File: config.mk
export PLATFORM = sky130hd
export DESIGN_NAME = ccu_snoop_arbiter
export DESIGN_NICKNAME = d
export VERILOG_FILES = /design/src/rtl/ccu_ctrl_pkg.sv /design/src/rtl/ccu_snoop_owner_router.sv /design/src/rtl/stream_fifo.sv /design/src/rtl/ccu_snoop_arbiter.sv
export SDC_FILE = /design/constraint.sdc
export NUM_CORES = 1
export LEC_CHECK = 0
export ABC_CLOCK_PERIOD_IN_PS = 9210
export CORE_AREA = 2 2 110 112
export CTS_CLUSTER_SIZE = 12
export DETAILED_ROUTE_END_ITERATION = 16
export DIE_AREA = 0 0 112 114
export PLACE_DENSITY_LB_ADDON = 0.08
export SETUP_SLACK_MARGIN = 0.1
export SLEW_MARGIN = 30
export SYNTH_ARGS = -nofsm -noshare
export SYNTH_HDL_FRONTEND = slang
export SYNTH_HIERARCHICAL = 1
export SYNTH_SLANG_ARGS = --single-unit
File: constraint.sdc
create_clock -name clk_i -period 9.21 [get_ports clk_i]
set_clock_uncertainty 0.1 [all_clocks]
set_input_delay 1.842 -clock clk_i [delete_from_list [all_inputs] [get_ports clk_i]]
set_output_delay 1.842 -clock clk_i [all_outputs]
set_load 0.03 [all_outputs]
File: src/rtl/ccu_ctrl_pkg.sv
// Shared types and constants for the CCU control slice.
// Default snoop channel types used by ccu_snoop_arbiter and its bench.
package ccu_ctrl_pkg;

  localparam int unsigned CCU_SNOOP_MAX_OUTSTANDING = 4;

  typedef struct packed {
    logic [31:0] addr;
    logic [3:0]  snoop;
    logic [2:0]  prot;
  } ccu_ac_chan_t;

  typedef struct packed {
    logic WasUnique;
    logic IsShared;
    logic PassDirty;
    logic Error;
    logic DataTransfer;
  } ccu_cr_resp_t;

  typedef struct packed {
    logic [63:0] data;
    logic        last;
  } ccu_cd_chan_t;

  typedef logic [1:0] ccu_domain_mask_t;

endpackage

File: src/rtl/ccu_snoop_owner_router.sv
// Owner FIFO plus valid/ready demux: routes an in-order response stream to
// the requester recorded at the FIFO head; pops on the beat flagged last.
module ccu_snoop_owner_router
  import ccu_ctrl_pkg::*;
#(
  parameter int unsigned NumReq = 2,
  parameter int unsigned Depth  = CCU_SNOOP_MAX_OUTSTANDING,
  localparam int unsigned IdxW  = (NumReq > 1) ? $clog2(NumReq) : 1
) (
  input  logic              clk_i,
  input  logic              rst_ni,
  input  logic              push_i,
  input  logic [IdxW-1:0]   push_idx_i,
  output logic              full_o,
  input  logic              up_valid_i,
  input  logic              up_last_i,
  input  logic              up_gate_i,
  output logic              up_ready_o,
  output logic [NumReq-1:0] dn_valid_o,
  input  logic [NumReq-1:0] dn_ready_i,
  output logic [IdxW-1:0]   head_o,
  output logic              pending_o
);

  localparam type req_idx_t = logic [IdxW-1:0];

  req_idx_t head;
  logic     head_valid, pop;

  stream_fifo #(
    .Depth  (Depth),
    .data_t (req_idx_t)
  ) i_owner_fifo (
    .clk_i   (clk_i),
    .rst_ni  (rst_ni),
    .push_i  (push_i),
    .data_i  (push_idx_i),
    .full_o  (full_o),
    .pop_i   (pop),
    .data_o  (head),
    .valid_o (head_valid)
  );

  always_comb begin
    dn_valid_o       = '0;
    dn_valid_o[head] = up_valid_i && head_valid;
  end

  // A response with no recorded owner is never acknowledged.
  assign up_ready_o = dn_ready_i[head] && head_valid && up_gate_i;
  assign pop        = up_valid_i && up_ready_o && up_last_i;
  assign head_o     = head;
  assign pending_o  = head_valid;

endmodule

File: src/rtl/stream_fifo.sv
// Small synchronous FIFO with registered full/valid flags.
// A push while full is dropped, even if a pop happens in the same cycle.
module stream_fifo #(
  parameter int unsigned Depth = 4,
  parameter type data_t = logic
) (
  input  logic  clk_i,
  input  logic  rst_ni,
  input  logic  push_i,
  input  data_t data_i,
  output logic  full_o,
  input  logic  pop_i,
  output data_t data_o,
  output logic  valid_o
);

  localparam int unsigned PtrW = (Depth > 1) ? $clog2(Depth) : 1;
  localparam int unsigned CntW = $clog2(Depth + 1);
  typedef logic [PtrW-1:0] ptr_t;

  data_t           mem_q [Depth];
  ptr_t            wptr_q, rptr_q;
  logic [CntW-1:0] cnt_q;
  logic            do_push, do_pop;

  function automatic ptr_t incr(ptr_t p);
    return (p == ptr_t'(Depth - 1)) ? '0 : p + ptr_t'(1);
  endfunction

  assign full_o  = (cnt_q == CntW'(Depth));
  assign valid_o = (cnt_q != '0);
  assign data_o  = mem_q[rptr_q];
  assign do_push = push_i && !full_o;
  assign do_pop  = pop_i && valid_o;

  always_ff @(posedge clk_i or negedge rst_ni) begin
    if (!rst_ni) begin
      wptr_q <= '0;
      rptr_q <= '0;
      cnt_q  <= '0;
    end else begin
      if (do_push) wptr_q <= incr(wptr_q);
      if (do_pop)  rptr_q <= incr(rptr_q);
      if (do_push && !do_pop)      cnt_q <= cnt_q + CntW'(1);
      else if (do_pop && !do_push) cnt_q <= cnt_q - CntW'(1);
    end
  end

  always_ff @(posedge clk_i) begin
    if (do_push) mem_q[wptr_q] <= data_i;
  end

endmodule

File: src/rtl/ccu_snoop_arbiter.sv
// Shares the snoop-crossbar AC/CR/CD port between NumReq snoop controllers.
// Define CCU_SNOOP_ARB_RR_EN for round-robin arbitration; default is fixed priority.
module ccu_snoop_arbiter
  import ccu_ctrl_pkg::*;
#(
  parameter int unsigned NumReq         = 2,
  parameter int unsigned MaxOutstanding = CCU_SNOOP_MAX_OUTSTANDING,
  parameter type ac_chan_t              = ccu_ac_chan_t,
  parameter type cr_resp_t              = ccu_cr_resp_t,
  parameter type cd_chan_t              = ccu_cd_chan_t,
  parameter type domain_mask_t          = ccu_domain_mask_t
) (
  input  logic                       clk_i,
  input  logic                       rst_ni,
  input  logic [NumReq-1:0]          req_ac_valid_i,
  output logic [NumReq-1:0]          req_ac_ready_o,
  input  ac_chan_t [NumReq-1:0]      req_ac_i,
  input  domain_mask_t [NumReq-1:0]  req_domain_mask_i,
  output logic [NumReq-1:0]          req_cr_valid_o,
  input  logic [NumReq-1:0]          req_cr_ready_i,
  output cr_resp_t                   req_cr_resp_o,
  output logic [NumReq-1:0]          req_cd_valid_o,
  input  logic [NumReq-1:0]          req_cd_ready_i,
  output cd_chan_t                   req_cd_o,
  output logic                       ac_valid_o,
  input  logic                       ac_ready_i,
  output ac_chan_t                   ac_o,
  output domain_mask_t               domain_mask_o,
  input  logic                       cr_valid_i,
  output logic                       cr_ready_o,
  input  cr_resp_t                   cr_resp_i,
  input  logic                       cd_valid_i,
  output logic                       cd_ready_o,
  input  cd_chan_t                   cd_i,
  output logic                       busy_o
);

  localparam int unsigned IdxW = (NumReq > 1) ? $clog2(NumReq) : 1;
  localparam type req_idx_t = logic [IdxW-1:0];

  req_idx_t arb_idx, grant_idx, lock_idx_q, own_head, cd_head_unused;
  logic     lock_q, any_valid, ac_hs, own_full, own_pending;
  logic     cd_full, cd_pending, cr_gate, cd_push;

`ifdef CCU_SNOOP_ARB_RR_EN
  req_idx_t rr_q;

  // Walk backwards so the requester closest to the pointer wins.
  always_comb begin
    arb_idx = rr_q;
    for (int i = NumReq - 1; i >= 0; i--) begin
      if (req_ac_valid_i[req_idx_t'((int'(rr_q) + i) % int'(NumReq))])
        arb_idx = req_idx_t'((int'(rr_q) + i) % int'(NumReq));
    end
  end

  always_ff @(posedge clk_i or negedge rst_ni) begin
    if (!rst_ni) rr_q <= '0;
    else if (ac_hs)
      rr_q <= (grant_idx == req_idx_t'(NumReq - 1)) ? '0 : grant_idx + req_idx_t'(1);
  end
`else
  always_comb begin
    arb_idx = '0;
    for (int i = NumReq - 1; i >= 0; i--) begin
      if (req_ac_valid_i[req_idx_t'(i)]) arb_idx = req_idx_t'(i);
    end
  end
`endif

  // A stalled AC keeps its grant so the payload stays stable until accepted.
  always_ff @(posedge clk_i or negedge rst_ni) begin
    if (!rst_ni) begin
      lock_q     <= 1'b0;
      lock_idx_q <= '0;
    end else begin
      lock_q <= ac_valid_o && !ac_ready_i;
      if (ac_valid_o && !ac_ready_i) lock_idx_q <= grant_idx;
    end
  end

  assign grant_idx     = lock_q ? lock_idx_q : arb_idx;
  assign any_valid     = |req_ac_valid_i;
  assign ac_valid_o    = any_valid && !own_full;
  assign ac_o          = req_ac_i[grant_idx];
  assign domain_mask_o = req_domain_mask_i[grant_idx];
  assign ac_hs         = ac_valid_o && ac_ready_i;

  always_comb begin
    req_ac_ready_o            = '0;
    req_ac_ready_o[grant_idx] = any_valid && ac_ready_i && !own_full;
  end

  // A data-carrying CR needs room to record its CD owner.
  assign cr_gate = !cd_full || !cr_resp_i.DataTransfer;
  assign cd_push = cr_valid_i && cr_ready_o && cr_resp_i.DataTransfer;

  ccu_snoop_owner_router #(
    .NumReq (NumReq),
    .Depth  (MaxOutstanding)
  ) i_cr_router (
    .clk_i      (clk_i),
    .rst_ni     (rst_ni),
    .push_i     (ac_hs),
    .push_idx_i (grant_idx),
    .full_o     (own_full),
    .up_valid_i (cr_valid_i),
    .up_last_i  (1'b1),
    .up_gate_i  (cr_gate),
    .up_ready_o (cr_ready_o),
    .dn_valid_o (req_cr_valid_o),
    .dn_ready_i (req_cr_ready_i),
    .head_o     (own_head),
    .pending_o  (own_pending)
  );

  ccu_snoop_owner_router #(
    .NumReq (NumReq),
    .Depth  (MaxOutstanding)
  ) i_cd_router (
    .clk_i      (clk_i),
    .rst_ni     (rst_ni),
    .push_i     (cd_push),
    .push_idx_i (own_head),
    .full_o     (cd_full),
    .up_valid_i (cd_valid_i),
    .up_last_i  (cd_i.last),
    .up_gate_i  (1'b1),
    .up_ready_o (cd_ready_o),
    .dn_valid_o (req_cd_valid_o),
    .dn_ready_i (req_cd_ready_i),
    .head_o     (cd_head_unused),
    .pending_o  (cd_pending)
  );

  assign req_cr_resp_o = cr_resp_i;
  assign req_cd_o      = cd_i;
  assign busy_o        = own_pending || cd_pending || lock_q;

`ifndef SYNTHESIS
  a_cr_has_owner: assert property (@(posedge clk_i) disable iff (!rst_ni)
    cr_valid_i |-> own_pending)
    else $error("cr_valid_i with no outstanding snoop");
  a_cd_has_owner: assert property (@(posedge clk_i) disable iff (!rst_ni)
    cd_valid_i |-> cd_pending)
    else $error("cd_valid_i with no data-carrying snoop");
`endif

endmodule

After elaboration in Yosys (flattened, before gate mapping). Memories as Yosys holds them, arrays and structs flattened. Index checks and enable logic that the tools add are counted.

Register bits: 16. Bits in writable memories: 8. Bits of input ports: 163. Output and inout port bits: 121. Memories kept: 2.

Add/subtract/negate cells: 8. Order comparisons: 6. Equal/unequal tests: 6. Multiplexer cells: 29. Bitwise logic cells: 3. Reduce and logical (&&, ||, !) cells: 41.

Memory list: i_cd_router.i_owner_fifo.mem_q (words 4, width 1, read ports 1, clocked after memory_dff 0, wr ports 1, RTL line stream_fifo.sv:21) `data_t mem_q [Depth];`; i_cr_router.i_owner_fifo.mem_q (words 4, width 1, read ports 1, clocked after memory_dff 0, wr ports 1, RTL line stream_fifo.sv:21).

Operators with widths (count): 39-bit 2-to-1 mux (2); 1-bit logical AND (25); 1-bit 2-to-1 mux (14); 2-bit 2-to-1 mux (6); 3-bit 2-to-1 mux (4); 2-bit by 1-bit adder with 2-bit output, second input constant (4); 2-bit equality test, second input constant (4); 1-bit logical NOT (8); 3-bit by 1-bit adder with 3-bit output, second input constant (2); 2-bit bitwise AND (3); 3-bit equality test, second input constant (2); 1-bit by 2-bit < comparator with 1-bit output, second input constant (3); 3-bit nonzero test (2); 3-bit by 1-bit subtractor with 3-bit output, second input constant (2); 2-bit nonzero test (2); 1-bit demux with 1-bit select (3); 1-bit >= comparator, second input constant (3); 1-bit logical OR (3); 2-bit OR reduction (1).

Logic depth before layout (Yosys ltp). Gate-level depths: netlist of run 1. An unclocked memory read counts as a cell.

Word-level depth: 12. Depth in mapped cells: 12. Depth with buffers taken out: 11.

Modules after synthesis. The synthesis of run 1 kept the hierarchy.

By module, submodules not included: ccu_snoop_arbiter (instances 1, cells each 137, area an instance 1358.8 µm², seq. area each 50.0 µm²); stream_fifo (instances 2, cells each 42, area an instance 624.3 µm², seq. area each 295.3 µm²); ccu_snoop_owner_router (instances 2, cells each 7, area an instance 52.6 µm², seq. area each 0.0 µm²).

Worst setup path before layout of run 1. Ideal clock, no wire load.

Path kind: input -> output. Start point: input port req_ac_valid_i[1]. End point: output port ac_o[0] (netlist bit). Arrival: 2.668 ns. Data required time: 7.268 ns. Slack: 4.600 ns. Stages on the path: 4. Cells stage by stage: nor3b_4 -> nor2_8 -> buf_6 -> mux2_4.

RTL lines: from (decl) (RTL line ccu_snoop_arbiter.sv:15) `input logic [NumReq-1:0] req_ac_valid_i,`; to (decl) (RTL line ccu_snoop_arbiter.sv:27) `output ac_chan_t ac_o,`.

==> results of run 1 <==
-- cells in the mapped netlist, types with 2 or more instances --
library cell	count	share of area
buf_4	70	0.19
mux2_4	49	0.27
dfrtp_1	16	0.15
ha_1	12	0.055
nor2_1	12	0.017
and2_2	8	0.022
edfxtp_1	8	0.089
buf_6	6	0.025
inv_1	6	0.0083
nand2_1	5	0.0069
xor2_1	4	0.013
a21oi_1	3	0.0055
and3_1	3	0.0069
nor3_1	3	0.0055
nor3b_4	3	0.021
and3_2	2	0.0055
fa_1	2	0.015
mux2_1	2	0.0083
mux2_2	2	0.0083
mux4_2	2	0.017
nand2_4	2	0.0083
nor2b_2	2	0.0065
nor3b_2	2	0.0092
or3_4	2	0.0083
xnor2_1	2	0.0065
-- through the flow --
step,std cells,hold WS [ps],cell area (µm²)
after floorplan,237,364,2720
after global placement,455,380,3780
after detailed placement,455,388,3780
after CTS,459,403,3860
after global routing,460,431,3880
final,460,400,3880
-- sequential cells by signal (all words and copies together), names as in the netlist --
| signal | flops |
|---|---|
| i_cd_router/i_owner_fifo/wptr_q | 2 |
| i_cr_router/i_owner_fifo/cnt_q | 3 |
| lock_idx_q | 1 |
| i_cd_router/i_owner_fifo/cnt_q | 3 |
| i_cr_router/i_owner_fifo/rptr_q | 2 |
| i_cd_router/i_owner_fifo/mem_q | 4 |
| i_cr_router/i_owner_fifo/mem_q | 4 |
| lock_q | 1 |
| i_cd_router/i_owner_fifo/rptr_q | 2 |
| i_cr_router/i_owner_fifo/wptr_q | 2 |
-- final timing paths --
check | from | end | depth (start not counted)
max in group asynchronous | rst_ni | i_cr_router/i_owner_fifo/cnt_q[2] | 1
hold reg to reg | i_cr_router/i_owner_fifo/cnt_q[2] | i_cr_router/i_owner_fifo/cnt_q[2] | 1
hold / removal | i_cr_router/i_owner_fifo/cnt_q[2] | i_cr_router/i_owner_fifo/cnt_q[2] | 1
setup reg to reg | i_cr_router/i_owner_fifo/rptr_q[0] | i_cd_router/i_owner_fifo/cnt_q[2] | 11
min in group asynchronous | rst_ni | i_cd_router/i_owner_fifo/wptr_q[1] | 1
setup / recovery | req_ac_valid_i[0] | ac_o[34] | 6
-- where the power goes --
part	internal (W)	leakage (nW)	switching, W
combinational	0.000297	1.37	0.000253
sequential	0.000155	0.264	0.0000487
clock	0.0000581	0.0385	0.0000388
-- metal layers --
layer,vias to the layer above,global-route usage,routed length [µm]
met4,2,0.0203,36
met3,2,0.121,1750
met1,820,0.136,3170
met5,-,0.0196,35
met2,143,0.206,4280
li1,869,-,-
-- kinds of logic after synthesis --
group / share of synthesized area
AOI/OAI and AO/OA: 0.00830
DFF: 0.236
adders and majority gates: 0.0701
and+or+nand+nor: 0.132
xor gates and xnor gates: 0.0194
other: 0.00138
muxes: 0.304
buffers and inverters: 0.228
-- worst max-delay path: stages --
cell and delay (ps):
clkdlybuf4s50_1 590, nor3b_4 90, nor2_8 370, buf_12 280, mux2_1 340, clkdlybuf4s50_1 600
-- area by class of cell --
class,instances,area (µm²)
clock inverters,1,3.75
inverters,7,26.3
clock buffers,3,75.1
fillers,1199,7830
flip-flops and latches,24,641
multi-input cells,130,1460
repair buffers,148,1490
well taps,147,184
==> metrics, run 1 <==
Place WS=2940 ps; clk root buf=clkbuf_16; DR WL/cell=20.2 µm; most common cell after layout, fill and taps aside=clkdlybuf4s50_1; Fin. Hold Viols=0; Core Footprint=about 12000 µm²; H-tree levels=1; crit path max fanout=26; library cells used by synthesis=32; I/O pin count=284; Worst-Margin Slew=818 ps; Yosys warnings=6; peak supply drop=approximately 70 µV; Static Leak=1.67 nW; # resized after CTS=0; setup TNS=0 ps; layout cells sized above 1=0.259; FFs w/ async S/R, synth=0.667; pin count of the biggest net entering global routing=43; min cycle time layout=6070 ps; Max Cap Violations=0; die area=12800 µm²; Total Wirelength=~9300 µm; Critical Path Sink Type=output port; port bufs=147; cells after synthesis=~240; Crit Path Category=in2out; largest buffer count on any clock path=2; Fmax=~160 MHz; sequential share of the synthesized area=0.236; DP HPWL=8120 µm; grt ovf=0; Rows=40; number of synthesized flops with an enable pin=8; Finish-stage setup viols=0; DRC violation total after the first TritonRoute iteration=35; RSZ-0062 raised after global routing=false; setup slack, reg-to-reg=around 6000 ps; Startpoint Class=primary input; critical path arrival=4130 ps; most frequent cells in the layout=clkdlybuf4s50_1, mux2_4, dfrtp_1; antenna violation net count after detailed routing=0; nets=491; status=complete, no violations; initial antenna violation count=0; Layout Utilization=0.331; Power Dens Cells=about 220 nW/µm²; cts hold-fix bufs=0; Layout area overhead=43.1%; clk sinks=24; GPL Wtd Cong=0.714; Cell Area, Synth=2710 µm²; Slew Viols, Final=0; Mapped Avg Cell Area=around 12 µm²; worst hold path type=reg2reg; postcts setup bufs=0; TritonCTS clock tree=yes; post-DR vias/cell=3.99; vias in the first global route=1831; Most used DFF post-synth=dfrtp_1; fin crit share=0.659; drt drc=0; first-pass GRT wire length=12400 µm; Antenna Cells=0; via count=1836; CTS Buf Count=3; Initial Utilization=0.232; Die Y-Extent=114 µm; Critical Path RT=7270 ps; Reg clk slew, reported paths=60 ps; total chip power=around 0.00085 W; Yosys reg bits=24; Die W=roughly 110 µm; worst skew pair latency=between 200 and 300 ps; DRT Pass-1 Iters=3; final setup margin=3140 ps; All-Layer GR Usage=0.133; Worst slew margin=0.453
No activity file was read; power rests on OpenSTA's default activity.
==> run 2: changes to the inputs <==
--- a/config.mk
+++ b/config.mk
@@ -5,7 +5,7 @@
 export SDC_FILE = /design/constraint.sdc
 export NUM_CORES = 1
 export LEC_CHECK = 0
-export ABC_CLOCK_PERIOD_IN_PS = 9210
+export ABC_CLOCK_PERIOD_IN_PS = 5500
 export CORE_AREA = 2 2 110 112
 export CTS_CLUSTER_SIZE = 12
 export DETAILED_ROUTE_END_ITERATION = 16
==> constraint.sdc (replaced) <==
create_clock -name clk_i -period 5.5 [get_ports clk_i]
set_clock_uncertainty 0.1 [all_clocks]
set_input_delay 1.1 -clock clk_i [delete_from_list [all_inputs] [get_ports clk_i]]
set_output_delay 1.1 -clock clk_i [all_outputs]
set_load 0.03 [all_outputs]
==> metrics, run 2 (synthesis results as in run 1) <==
RSZ-0062 raised after global routing=false; critical path arrival=3380 ps (-750 ps); min cycle time layout=4580 ps; crit path max fanout=24 (-7.7%); Max Cap Violations=0 (unchanged); top flop regs=i_cd_router/i_owner_fifo/mem_q (4), i_cr_router/i_owner_fifo/mem_q (4); port bufs=147 (unchanged); final setup margin=919 ps (-2220 ps); Worst-Margin Slew=785 ps (-33.2 ps); Slew Viols, Final=0 (unchanged); Core Footprint=11700 µm² (unchanged); cts hold-fix bufs=0 (unchanged); Startpoint Class=primary input; Place WS=892 ps (-2040 ps); Initial Utilization=0.232 (unchanged); DP HPWL=8030 µm (-1.1%); slowest library cell on the worst path=clkdlybuf4s50_1; # resized after CTS=0 (unchanged); drt drc=0 (unchanged); Layout Utilization=0.331 (unchanged); setup TNS=0 ps (unchanged); Finish-stage setup viols=0 (unchanged); vias in the first global route=1807 (-1.3%); worst skew pair latency=260 ps (about the same); CP delay by family, top=buffers and inverters; Fmax=218 MHz; Critical Path Sink Type=output port; Antenna Cells=0 (unchanged); antenna violation net count after detailed routing=0 (unchanged); Power Dens Cells=366 nW/µm² (+67%); largest buffer count on any clock path=2 (unchanged); fin crit share=0.833; All-Layer GR Usage=0.132 (-0.00109); most used cell, CP=clkdlybuf4s50_1; I/O pin count=284 (unchanged); layout cells sized above 1=0.259 (unchanged); Reg clk slew, reported paths=60 ps (about the same); Critical Path RT=4300 ps (-2970 ps); Worst slew margin=0.475 (+0.0222); peak supply drop=161 µV (+130%); Fin. Hold Viols=0 (unchanged); Die Y-Extent=114 µm (unchanged); dpl cell area=3800 µm² (+0.53%); clk sinks=24 (unchanged); Rows=40 (unchanged); pin count of the biggest net entering global routing=25 (-42%); CTS Buf Count=3 (unchanged); Final Cell Area=3880 µm² (unchanged); final hold slack=392 ps (-7.23 ps); Layout area overhead=43.1% (unchanged); status=complete, no violations; via count=1830 (-0.33%); Total Wirelength=9050 µm (-2.5%); postcts setup bufs=0 (unchanged); Crit Path Category=in2out; Cell Chain, Critical Path=clkdlybuf4s50_1 -> nor3b_4 -> nor2_8 -> buf_12 -> mux2_1 -> clkdlybuf4s50_1; H-tree levels=1 (unchanged); die area=12800 µm² (unchanged); critical path buffer and inverter count=3 (unchanged); DRT Pass-1 Iters=3 (unchanged); most frequent cells in the layout=clkdlybuf4s50_1, mux2_4, dfrtp_1; most common cell after layout, fill and taps aside=clkdlybuf4s50_1; CP peak stage delay=590 ps (about the same); TritonCTS clock tree=yes; DR WL/cell=19.7 µm (-2.5%); worst hold path type=reg2reg; nets=491 (unchanged); post-DR vias/cell=3.98 (-0.33%); Die W=112 µm (unchanged); grt ovf=0 (unchanged); clk root buf=clkbuf_16; Static Leak=1.67 nW (unchanged); DRC violation total after the first TritonRoute iteration=52 (+49%); initial antenna violation count=0 (unchanged); GPL Wtd Cong=0.704 (-1.5%); Fill cells=1196 (-0.25%); first-pass GRT wire length=12400 µm (-0.72%)
-- run 2: path summary, 6_finish.rpt --
path	from	endpoint	slack, ps	depth (start not counted)
min reg2reg	i_cd_router/i_owner_fifo/cnt_q[2]	i_cd_router/i_owner_fifo/cnt_q[2]	390	1
max reg2reg	i_cr_router/i_owner_fifo/rptr_q[0]	i_cd_router/i_owner_fifo/cnt_q[2]	2260	11
min in group asynchronous	rst_ni	i_cd_router/i_owner_fifo/wptr_q[1]	1200	1
min	i_cd_router/i_owner_fifo/cnt_q[2]	i_cd_router/i_owner_fifo/cnt_q[2]	390	1
max in group asynchronous	rst_ni	i_cd_router/i_owner_fifo/cnt_q[0]	3610	1
max	req_ac_valid_i[0]	ac_o[35]	920	6
-- run 2: cell type report --
| type | count | area, µm² | share of cell area |
|---|---|---|---|
| Tap cell | 147 | 184 | 0.0474 |
| Clock buffer | 3 | 75.1 | 0.0193 |
| Inverter | 7 | 26.3 | 0.00677 |
| Clock inverter | 1 | 3.75 | 0.000967 |
| Sequential cell | 24 | 641 | 0.165 |
| Timing Repair Buffer | 148 | 1490 | 0.384 |
| Multi-Input combinational cell | 130 | 1460 | 0.376 |
-- run 2: layer usage --
layer  vias to the layer above  part of all wire  track usage
met3                         2              0.20        0.119
met5                         -            0.0039       0.0196
li1                        871                 -            -
met4                         2            0.0040       0.0179
met1                       813              0.32        0.132
met2                       142              0.47        0.210
-- run 2: per-stage QoR --
step,std cells,total power (W)
final,460,0.00142
after global routing,460,0.00152
after CTS,460,0.00145
after detailed placement,456,0.00128
after global placement,456,0.00128
after floorplan,237,0.00107
-- run 2: report_power, final --
group	internal [W]	total, W	switching (W)
Sequential	0.000260	0.000339	0.0000785
Clock	0.0000971	0.000159	0.0000617
Combinational	0.000498	0.000924	0.000425
Total	0.000856	0.00142	0.000565
==> run 3: changes to the inputs <==
--- a/config.mk
+++ b/config.mk
@@ -5,11 +5,11 @@
 export SDC_FILE = /design/constraint.sdc
 export NUM_CORES = 1
 export LEC_CHECK = 0
-export ABC_CLOCK_PERIOD_IN_PS = 5500
-export CORE_AREA = 2 2 110 112
+export ABC_CLOCK_PERIOD_IN_PS = 4750
+export CORE_AREA = 2 2 109 111
 export CTS_CLUSTER_SIZE = 12
 export DETAILED_ROUTE_END_ITERATION = 16
-export DIE_AREA = 0 0 112 114
+export DIE_AREA = 0 0 111 113
 export PLACE_DENSITY_LB_ADDON = 0.08
 export SETUP_SLACK_MARGIN = 0.1
 export SLEW_MARGIN = 30
==> constraint.sdc (replaced) <==
create_clock -name clk_i -period 4.75 [get_ports clk_i]
set_clock_uncertainty 0.1 [all_clocks]
set_input_delay 0.95 -clock clk_i [delete_from_list [all_inputs] [get_ports clk_i]]
set_output_delay 0.95 -clock clk_i [all_outputs]
set_load 0.03 [all_outputs]
==> metrics, run 3 (synthesis results as in run 1) <==
CTS Buf Count=3 (unchanged); peak supply drop=200 µV (+24%); CP endpoint=ac_o[34]; final setup margin=694 ps (-225 ps); DR WL/cell=21.7 µm (+10%); Worst-Margin Slew=830 ps (+44.8 ps); final non-filler cell total=456 (-0.87%); pin count of the biggest net entering global routing=43 (+72%); Fmax=247 MHz; Die W=111 µm (-0.89%); post-DR vias/cell=4.11 (+3.2%); Power Dens Cells=426 nW/µm² (+16%); crit path max fanout=42 (+75%); Static Leak=1.67 nW (unchanged); Place WS=700 ps (-192 ps); worst skew pair latency=260 ps (about the same); DRT Pass-1 Iters=3 (unchanged); most frequent cells in the layout=clkdlybuf4s50_1, mux2_4, dfrtp_1; top flop regs=i_cd_router/i_owner_fifo/mem_q (4), i_cr_router/i_owner_fifo/mem_q (4); largest buffer count on any clock path=2 (unchanged); cts hold-fix bufs=0 (unchanged); R2R depth=11 (unchanged); Startpoint Class=primary input; hold_sp=i_cr_router/i_owner_fifo/cnt_q[2]; first-pass GRT wire length=13500 µm (+9.1%); Slew Viols, Final=0 (unchanged); Critical Path Sink Type=output port; via count=1872 (+2.3%); worst r2r src=i_cr_router/i_owner_fifo/rptr_q[0]; Max Cap Violations=0 (unchanged); drt drc=0 (unchanged); nets=491 (unchanged); antenna violation net count after detailed routing=0 (unchanged); Fin. Hold Viols=0 (unchanged); Reg area=641 µm² (unchanged); Rows=39 (-2.5%); H-tree levels=1 (unchanged); clk root buf=clkbuf_16; Worst slew margin=0.445 (-0.0299); RSZ-0062 raised after global routing=false; initial antenna violation count=0 (unchanged); TritonCTS clock tree=yes; worst hold path type=reg2reg; Total Wirelength=9900 µm (+9.4%); Critical path origin=req_ac_valid_i[0]; Die Y-Extent=113 µm (-0.88%); Initial Utilization=0.241 (+0.00902); setup slack, reg-to-reg=1520 ps (-740 ps); Layout area overhead=42.9%; # resized after CTS=0 (unchanged); Crit Path Category=in2out; dpl cell area=3800 µm² (-0.13%); min cycle time layout=just over 4000 ps; status=complete, no violations; Final Cell Area=3880 µm² (-0.13%); Antenna Cells=0 (unchanged); critical path arrival=3010 ps (-370 ps); most common cell after layout, fill and taps aside=clkdlybuf4s50_1; GPL Wtd Cong=0.806 (+14%); Fill cells=1161 (-2.9%); All-Layer GR Usage=0.149 (+0.0170); port bufs=147 (unchanged); I/O pin count=284 (unchanged); layout cells sized above 1=0.259 (unchanged); Critical Path RT=3700 ps (-600 ps); die area=12500 µm² (-1.8%); Reg clk slew, reported paths=60 ps (about the same); DP HPWL=8750 µm (+9.1%); DRC violation total after the first TritonRoute iteration=52 (unchanged); postcts setup bufs=0 (unchanged); Finish-stage setup viols=0 (unchanged); setup TNS=0 ps (unchanged); clk sinks=24 (unchanged); area of the multi-input gates=1460 µm² (unchanged); Core Footprint=11300 µm² (-3.7%); vias in the first global route=1901 (+5.2%); grt ovf=0 (unchanged); placed insts=452 (-0.88%); worst flop-to-flop path endpoint=i_cd_router/i_owner_fifo/cnt_q[2]; fin crit share=0.854
run 3: cell counts in the layout (fill, tap and decap cells not counted):
Identical to the previous run, type by type.
run 3: final cells by class:
type / instances / area share
flip-flops and latches: 24 / 0.165
inverters: 7 / 0.00678
clock buffers: 3 / 0.0194
repair buffers: 148 / 0.385
well taps: 143 / 0.0462
multi-input cells: 130 / 0.377
clock inverters: 1 / 0.000968
run 3: routing by layer:
metal | vias to the layer above | wire (µm) | track usage
met5 | - | 0 | 0
met4 | 0 | 163 | 0.0358
met3 | 14 | 2280 | 0.161
met2 | 130 | 4350 | 0.225
met1 | 854 | 3100 | 0.138
li1 | 874 | - | -
run 3: stage by stage:
step,utilization,total power [W],hold WS (ps)
CTS,0.344,0.00168,407
finish,0.344,0.00165,402
global route,0.344,0.00177,419
detailed placement,0.337,0.00148,398
floorplan,-,0.00124,364
global placement,0.337,0.00148,380
run 3: worst min path at each step:
| stage | end | slack (ps) | cells after the start |
|---|---|---|---|
| 6_report | i_cr_router/i_owner_fifo/cnt_q[2] | 400 | 1 |
| 5_1_grt | i_cr_router/i_owner_fifo/cnt_q[2] | 420 | 1 |
| 4_1_cts | i_cd_router/i_owner_fifo/cnt_q[2] | 410 | 1 |
| 3_5_place_dp | i_cd_router/i_owner_fifo/cnt_q[2] | 400 | 1 |
| 3_3_place_gp | i_cd_router/i_owner_fifo/cnt_q[2] | 380 | 1 |
| 2_1_floorplan | i_cd_router/i_owner_fifo/cnt_q[2] | 360 | 1 |
run 3: worst max-delay path, stage by stage:
cell and delay, ps:
clkdlybuf4s50_1 580, nor3b_4 90, nor2_8 100, buf_12 300, mux2_1 360, clkdlybuf4s50_1 600
run 3: power by group:
| group | switching [W] | total, W | internal, W |
|---|---|---|---|
| Combinational | 0.000492 | 0.00107 | 0.000576 |
| Sequential | 0.0000928 | 0.000394 | 0.000301 |
| Clock | 0.0000745 | 0.000187 | 0.000113 |
| Total | 0.000659 | 0.00165 | 0.000991 |
